## config.mk

```make
export PLATFORM = sky130hd
export DESIGN_NAME = wb_regfile
export DESIGN_NICKNAME = d
export VERILOG_FILES = /design/src/rtl/wb_regfile.sv
export SDC_FILE = /design/constraint.sdc
export NUM_CORES = 2
export LEC_CHECK = 0
export BUFFER_PORTS_ARGS = -buffer_cell sky130_fd_sc_hd__buf_4
export CORE_ASPECT_RATIO = 0.6
export CORE_MARGIN = 3
export CORE_UTILIZATION = 40
export DETAILED_ROUTE_END_ITERATION = 16
export PLACE_DENSITY = 0.64
export SKIP_LAST_GASP = 1
export SLEW_MARGIN = 30
export SYNTH_ARGS = -nofsm -noshare
export SYNTH_HDL_FRONTEND = slang
export SYNTH_SLANG_ARGS = --single-unit
```

## constraint.sdc

```tcl
create_clock -name clk_i -period 6.4 [get_ports clk_i]
set_clock_uncertainty 0.1 [all_clocks]
set_input_delay 0.64 -clock clk_i [delete_from_list [all_inputs] [get_ports clk_i]]
set_output_delay 0.64 -clock clk_i [all_outputs]
set_load 0.01 [all_outputs]
```

## src/rtl/wb_regfile.sv

```systemverilog
// rtl/wb_regfile.sv - MEM/WB write-back select, 32x32 register file, forwarding record and commit counter
module wb_regfile #(
    parameter int NREG  = 32,
    parameter int CNT_W = 16
) (
    input  logic             clk_i,
    input  logic             rst_i,
    input  logic [1:0]       WB_i,
    input  logic [31:0]      ReadData_i,
    input  logic [31:0]      immed_i,
    input  logic [4:0]       mux3_i,
    input  logic [4:0]       RSaddr_i,
    input  logic [4:0]       RTaddr_i,
    output logic [31:0]      RSdata_o,
    output logic [31:0]      RTdata_o,
    output logic [31:0]      WBdata_o,
    output logic             fwd_valid_o,
    output logic [4:0]       fwd_rd_o,
    output logic [31:0]      fwd_data_o,
    output logic [CNT_W-1:0] commit_cnt_o
);

    logic [31:0] regs [NREG];
    logic        we;

    // Write-back value selection and write qualification; r0 writes are dropped entirely
    always_comb begin
        WBdata_o = WB_i[0] ? ReadData_i : immed_i;
        we       = WB_i[1] && (mux3_i != 5'd0);
    end

    // Read port A with same-cycle write-through so ID sees the value being committed
    always_comb begin
        RSdata_o = 32'd0;
        if (RSaddr_i != 5'd0) begin
            if (we && (RSaddr_i == mux3_i)) begin
                RSdata_o = WBdata_o;
            end else begin
                RSdata_o = regs[RSaddr_i];
            end
        end
    end

    // Read port B, identical to port A
    always_comb begin
        RTdata_o = 32'd0;
        if (RTaddr_i != 5'd0) begin
            if (we && (RTaddr_i == mux3_i)) begin
                RTdata_o = WBdata_o;
            end else begin
                RTdata_o = regs[RTaddr_i];
            end
        end
    end

    // Register array commit; r0 is never written so it stays zero after reset
    always_ff @(posedge clk_i or negedge rst_i) begin
        if (!rst_i) begin
            for (int i = 0; i < NREG; i++) begin
                regs[i] <= 32'd0;
            end
        end else if (we) begin
            regs[mux3_i] <= WBdata_o;
        end
    end

    // Forwarding record of the last real commit; address/data hold across idle cycles
    always_ff @(posedge clk_i or negedge rst_i) begin
        if (!rst_i) begin
            fwd_valid_o <= 1'b0;
            fwd_rd_o    <= 5'd0;
            fwd_data_o  <= 32'd0;
        end else begin
            fwd_valid_o <= we;
            if (we) begin
                fwd_rd_o   <= mux3_i;
                fwd_data_o <= WBdata_o;
            end
        end
    end

    // Commit counter, wrapping modulo 2^CNT_W
    always_ff @(posedge clk_i or negedge rst_i) begin
        if (!rst_i) begin
            commit_cnt_o <= '0;
        end else if (we) begin
            commit_cnt_o <= commit_cnt_o + CNT_W'(1);
        end
    end

endmodule

```

Word-level counts from Yosys, hierarchy flattened --
Index checks and enable logic that the tools add are counted.
Word-level totals: word-level logic and storage cells 67, bits in registers 1078, latch bits 0, bits in writable memories 0, memories 0, ROM bits 0
Operators by class: magnitude comparators 4, reduce and logical (&&, ||, !) cells 7, bitwise operators 3, div/mod/pow operators 0, muxes and demuxes 14, $mul 0, add/sub/neg operators 1, equal/unequal tests 2, shift-type cells 0
Operator list (number):
- 1024-bit bitwise mux | 1
- 32-bit binary-select mux with 5-bit select | 2
- 32-bit two-way mux | 10
- 32-bit demux with 5-bit select | 1
- 6-bit greater-or-equal comparator, second input constant | 3
- 5-bit NOT with 6-bit output | 3
- 16-bit by 1-bit adder with 16-bit output, second input constant | 1
- 5-bit nonzero test | 3
- 5-bit equality test | 2
- 6-bit by 1-bit less-than comparator with 1-bit output, second input constant | 1
- 1-bit logical AND | 4

Longest topological paths before layout --
depth after elaboration 6, mapped depth 10

Worst setup path after synthesis --
No wires, ideal clock.
path kind input to output, start in RSaddr_i[1], end out RSdata_o[11], stages on the path 8, data arrival time 2.287 ns, buffers on the path 4, path slack 3.373 ns, cells stage by stage buf_2 -> buf_2 -> buf_4 -> buf_2 -> mux4_2 -> a22oi_1 -> o21ai_1 -> a221o_1
On the way: longest elaborated chain between the ends 6, elaborated cells on any way between the ends 9, those cells by class eq/ne (1); mux (5); bitwise (1); reduce/logical (2)
Ends and longest elaborated chain:
- start: declaration | RTL line 12 | input logic [4:0] RSaddr_i,
- 5-bit NOT with 6-bit output (not written as such) | RTL line 39 | RSdata_o = regs[RSaddr_i];
- 32-bit binary-select mux with 5-bit select | RTL line 39
- 32-bit two-way mux (not written as such) (2 in series) | RTL line 39
- 32-bit two-way mux | RTL line 36 | if (we && (RSaddr_i == mux3_i)) begin
- 32-bit two-way mux * | RTL line 35 | if (RSaddr_i != 5'd0) begin
- end: declaration | RTL line 14 | output logic [31:0] RSdata_o,
Mark *: on every way between the ends. The rest lies on a longest branch, timed or not. The select of a mux whose other input is x is not followed.

Final worst setup path --
start in RSaddr_i[3], end out RSdata_o[11]
Same word-level chain as after synthesis.

==> flow_metrics.env <==
export IMPL_rr_worst_depth=4
export IMPL_std_cell_rows=105
export IMPL_area_growth_pct=12.3
export IMPL_maxCapViolations=0
export IMPL_finalSetupViolCount=0
export IMPL_initialDrtViolationCount=5938
export IMPL_final_total_negative_setup_slack_ps=0
export IMPL_number_of_buffers_inserted_by_port_buffering=232
export IMPL_final_max_slew_viol_count=0
export IMPL_grt_pass1_wl_um=306000
export IMPL_via_to_cell_ratio=6.41
export IMPL_unrepaired_setup_endpoints_after_global_routing="false"
export IMPL_grt_antenna_before_repair=6
export IMPL_synth_cell_area_um2=55500
export IMPL_synth_seq_cells=1078
export IMPL_netlist_top_cells_area="dfrtp_1 (49%), mux4_2 (16%), mux2i_1 (4.9%)"
export IMPL_initial_core_utilization_pct=40.4
export IMPL_wl_um=212000
export IMPL_synthCells=5102
export IMPL_worstHoldEndpoint="fwd_rd_o[4]"
export IMPL_swShare_pct=31.1
export IMPL_cts_root_to_sink_buffers=3
export IMPL_final_hold_fails=0
export IMPL_hold_class="input pin to register"
export IMPL_drtPass1Iterations=6
export IMPL_power_density_nw_per_um2=327
export IMPL_hold_depth=3
export IMPL_clk_pin_slew_worst_paths_ps=70
export IMPL_regToRegStartpoint="commit_cnt_o[3]"
export IMPL_crit_path_cells="buf_4 -> nor2_1 -> nand3b_1 -> o311a_1 -> buf_4 -> a21boi_0 -> a221o_1 -> buf_4"
export IMPL_intPower_mw=14.0
export IMPL_netlist_cell_type_count=67
export IMPL_grt_max_degree=162
export IMPL_cp_common_cell="buf_4"
export IMPL_max_freq_ghz=0.210
export IMPL_synthesis_nets=5186
export IMPL_routabilityCongestion=0.885
export IMPL_combPwrFrac_pct=22.8
export IMPL_status="finished clean"
export IMPL_yosys_area_top_type_share_pct=48.6
export IMPL_dieWidth_um=487
export IMPL_critical_path_peak_fanout=30
export IMPL_route_vias_total=44500
export IMPL_worst_ep_arrival_time_ps=4030
export IMPL_regToRegSetupSlack_ps=4540
export IMPL_max_slew_margin_pct=27.1
export IMPL_power_ir_vdd_worst_uv=212
export IMPL_layout_min_cycle_time_ps=4770
export IMPL_number_of_clock_buffers_inserted_by_tritoncts=98
export IMPL_timing_hold_ws_ps=133
export IMPL_globalRoute_totalOverflow=0
export IMPL_postSynthAreaPerCell_um2=10.9
export IMPL_timing_critical_path_required_ps=5660
export IMPL_die_height_um=294
export IMPL_worst_slew_pin_slew_ps=1090
export IMPL_worst_path_max_delay_cell="o311a_1"
export IMPL_root_buffer="clkbuf_16"
export IMPL_power_static_leakage_nw=26.7
export IMPL_layout_worst_path_cycle_share_pct=74.5
export IMPL_layout_nets=5114
export IMPL_dominantRegCellSynth="dfrtp_1"
export IMPL_post_route_cells_drive_above_1_share_pct=20.6
export IMPL_hold_path_startpoint="WB_i[1]"
export IMPL_power_sequential_fraction_pct=46.3
export IMPL_final_fill_count=12600
export IMPL_die_area_um2=143000
export IMPL_post_synth_top_area_cell="dfrtp_1"
export IMPL_tritoncts="done"
export IMPL_critPathCaptureType="output port"
export IMPL_drc=0
export IMPL_yosys_warnings=0
export IMPL_routed_wire_length_per_instance_um=30.5
export IMPL_htree_num_levels=3
export IMPL_netSwitchingPower_mw=6.35
export IMPL_synth_edff_count=0
export IMPL_track_usage_pct=29.2
export IMPL_p_clk_share_pct=31.0
export IMPL_critical_path_class="input pin to output port"
export IMPL_insertion_delay_ps=720
export IMPL_cpPeakStageDelay_ps=900
export IMPL_grt_pass1_vias=43100
export IMPL_worstReg2RegEnd="commit_cnt_o[15]"
export IMPL_async_flop_share_pct=100
export IMPL_core_footprint_um2=137000
export IMPL_drt_antenna_violating_nets=0
export IMPL_floorplan_io_pins=233
export IMPL_dp_hpwl_um=126000
export IMPL_postCtsSetupBuffers=0
export IMPL_tritoncts_num_sinks=1078
export IMPL_synth_seq_area_share_pct=48.6
export IMPL_worst_setup_start_kind="input pin"
placed cells by master (no fill, tap or decap), drive strengths merged, types with 5 or more instances in the layout:
cell type,netlist,routed
a211o,20,20
a211oi,45,45
a21boi,6,6
a21oi,516,516
a221o,7,7
a221oi,61,61
a22o,54,54
a22oi,58,58
and3,12,12
buf,212,373
bufinv,0,7
clkbuf,334,149
clkinv,1,16
dfrtp,1078,1078
diode,0,10
inv,37,38
mux2,26,26
mux2i,269,269
mux4,394,394
nand2,594,594
nand2b,7,7
nand3,38,38
nand3b,6,6
nand4,8,8
nor2,565,565
nor2b,9,9
nor3,22,22
o211ai,5,5
o21ai,541,541
o221ai,35,35
o22ai,43,43
o32ai,32,32
xnor2,16,16
xor2,9,9
power groups by stage:
stage	Combinational (mW)	Clock, mW	Sequential, mW
floorplan	3.19	0	9.11
global placement	4.45	0	9.39
detailed placement	4.58	0	9.47
CTS	4.59	6.35	9.36
global route	5.05	6.65	9.58
finish	4.64	6.31	9.43
critical path: cells and delay by family:
family | cells | cell delay, ps
AND/OR/NAND/NOR | 2 | 940
AO/OA/AOI/OAI | 3 | 1350
buffers and inverters | 3 | 1030
synth_stat cells (38+ instances only):
master and count:
nand2_1 594, a22o_1 54, clkbuf_1 334, nor2_1 557
a22oi_1 58, a221oi_1 55, buf_2 141, o21ai_0 538
o22ai_1 43, dfrtp_1 1078, a211oi_1 45, a21oi_1 516
mux2i_1 269, mux4_2 394, nand3_1 38
kinds of logic (layout without fill, tap and decap cells):
family | after synthesis | count (layout) | share of synthesized area, %
AND/OR/NAND/NOR | 1282 | 1282 | 9.27
buffers and inverters | 584 | 586 | 5.04
flip-flops | 1078 | 1078 | 48.6
other | 0 | 10 | 0
XOR/XNOR | 25 | 25 | 0.395
adder cells (fa/ha/maj) | 1 | 1 | 0.0226
AO/OA/AOI/OAI | 1443 | 1443 | 15.3
multiplexers | 689 | 689 | 21.4
timing repair:
item,CTS,global route
endpoints found under the setup margin,0,0
resized for setup,0,0
endpoints found under the hold margin,76,0
hold buffers,1,0
flip-flops by register name, indices dropped and copies added (netlist names):
signal,cells
commit_cnt_o,16
fwd_data_o,32
fwd_rd_o,5
fwd_valid_o,1
regs,1024
stage by stage:
stage | area [µm²] | worst slack (ps) | util [%] | cells | power [mW]
2_1_floorplan | 55500 | 3370 | - | 5102 | 12.3
3_3_place_gp | 58700 | 1850 | 42.8 | 6743 | 13.8
3_5_place_dp | 58800 | 1800 | 42.9 | 6746 | 14.0
4_1_cts | 62200 | 1810 | 45.3 | 6921 | 20.3
5_1_grt | 62300 | 1650 | 45.4 | 6924 | 21.3
6_report | 62300 | 1630 | 45.4 | 6933 | 20.4
final cells by class:
type	count	area [µm²]	area share (%)
Antenna cell	10	25.0	0.0402
Clock buffer	149	3030	4.86
Clock inverter	25	309	0.496
Inverter	38	145	0.233
Multi-Input combinational cell	3440	26400	42.4
Sequential cell	1078	27000	43.3
Tap cell	1819	2280	3.65
Timing Repair Buffer	374	3140	5.05
per-layer routing:
| layer | routed length (µm) | GRT usage (%) | vias to the layer above | part of all wire (%) |
|---|---|---|---|---|
| li1 | - | - | 18400 | - |
| met4 | 11000 | 13.7 | 0 | 5.2 |
| met5 | 0 | 0 | - | 0 |
| met1 | 83800 | 40.0 | 22400 | 40 |
| met3 | 27200 | 9.81 | 604 | 13 |
| met2 | 89800 | 41.8 | 3036 | 42 |
worst max path at each step:
stage                 from            to  cells after the start
3_5_place_dp   RSaddr_i[2]  RSdata_o[21]                      8
5_1_grt        RSaddr_i[2]  RSdata_o[13]                      8
2_1_floorplan  RSaddr_i[1]  RSdata_o[11]                      8
4_1_cts        RSaddr_i[2]  RSdata_o[21]                      8
3_3_place_gp   RSaddr_i[2]  RSdata_o[21]                      8
6_report       RSaddr_i[3]  RSdata_o[11]                      8
Note: power is estimated with default switching activity, not from simulation.
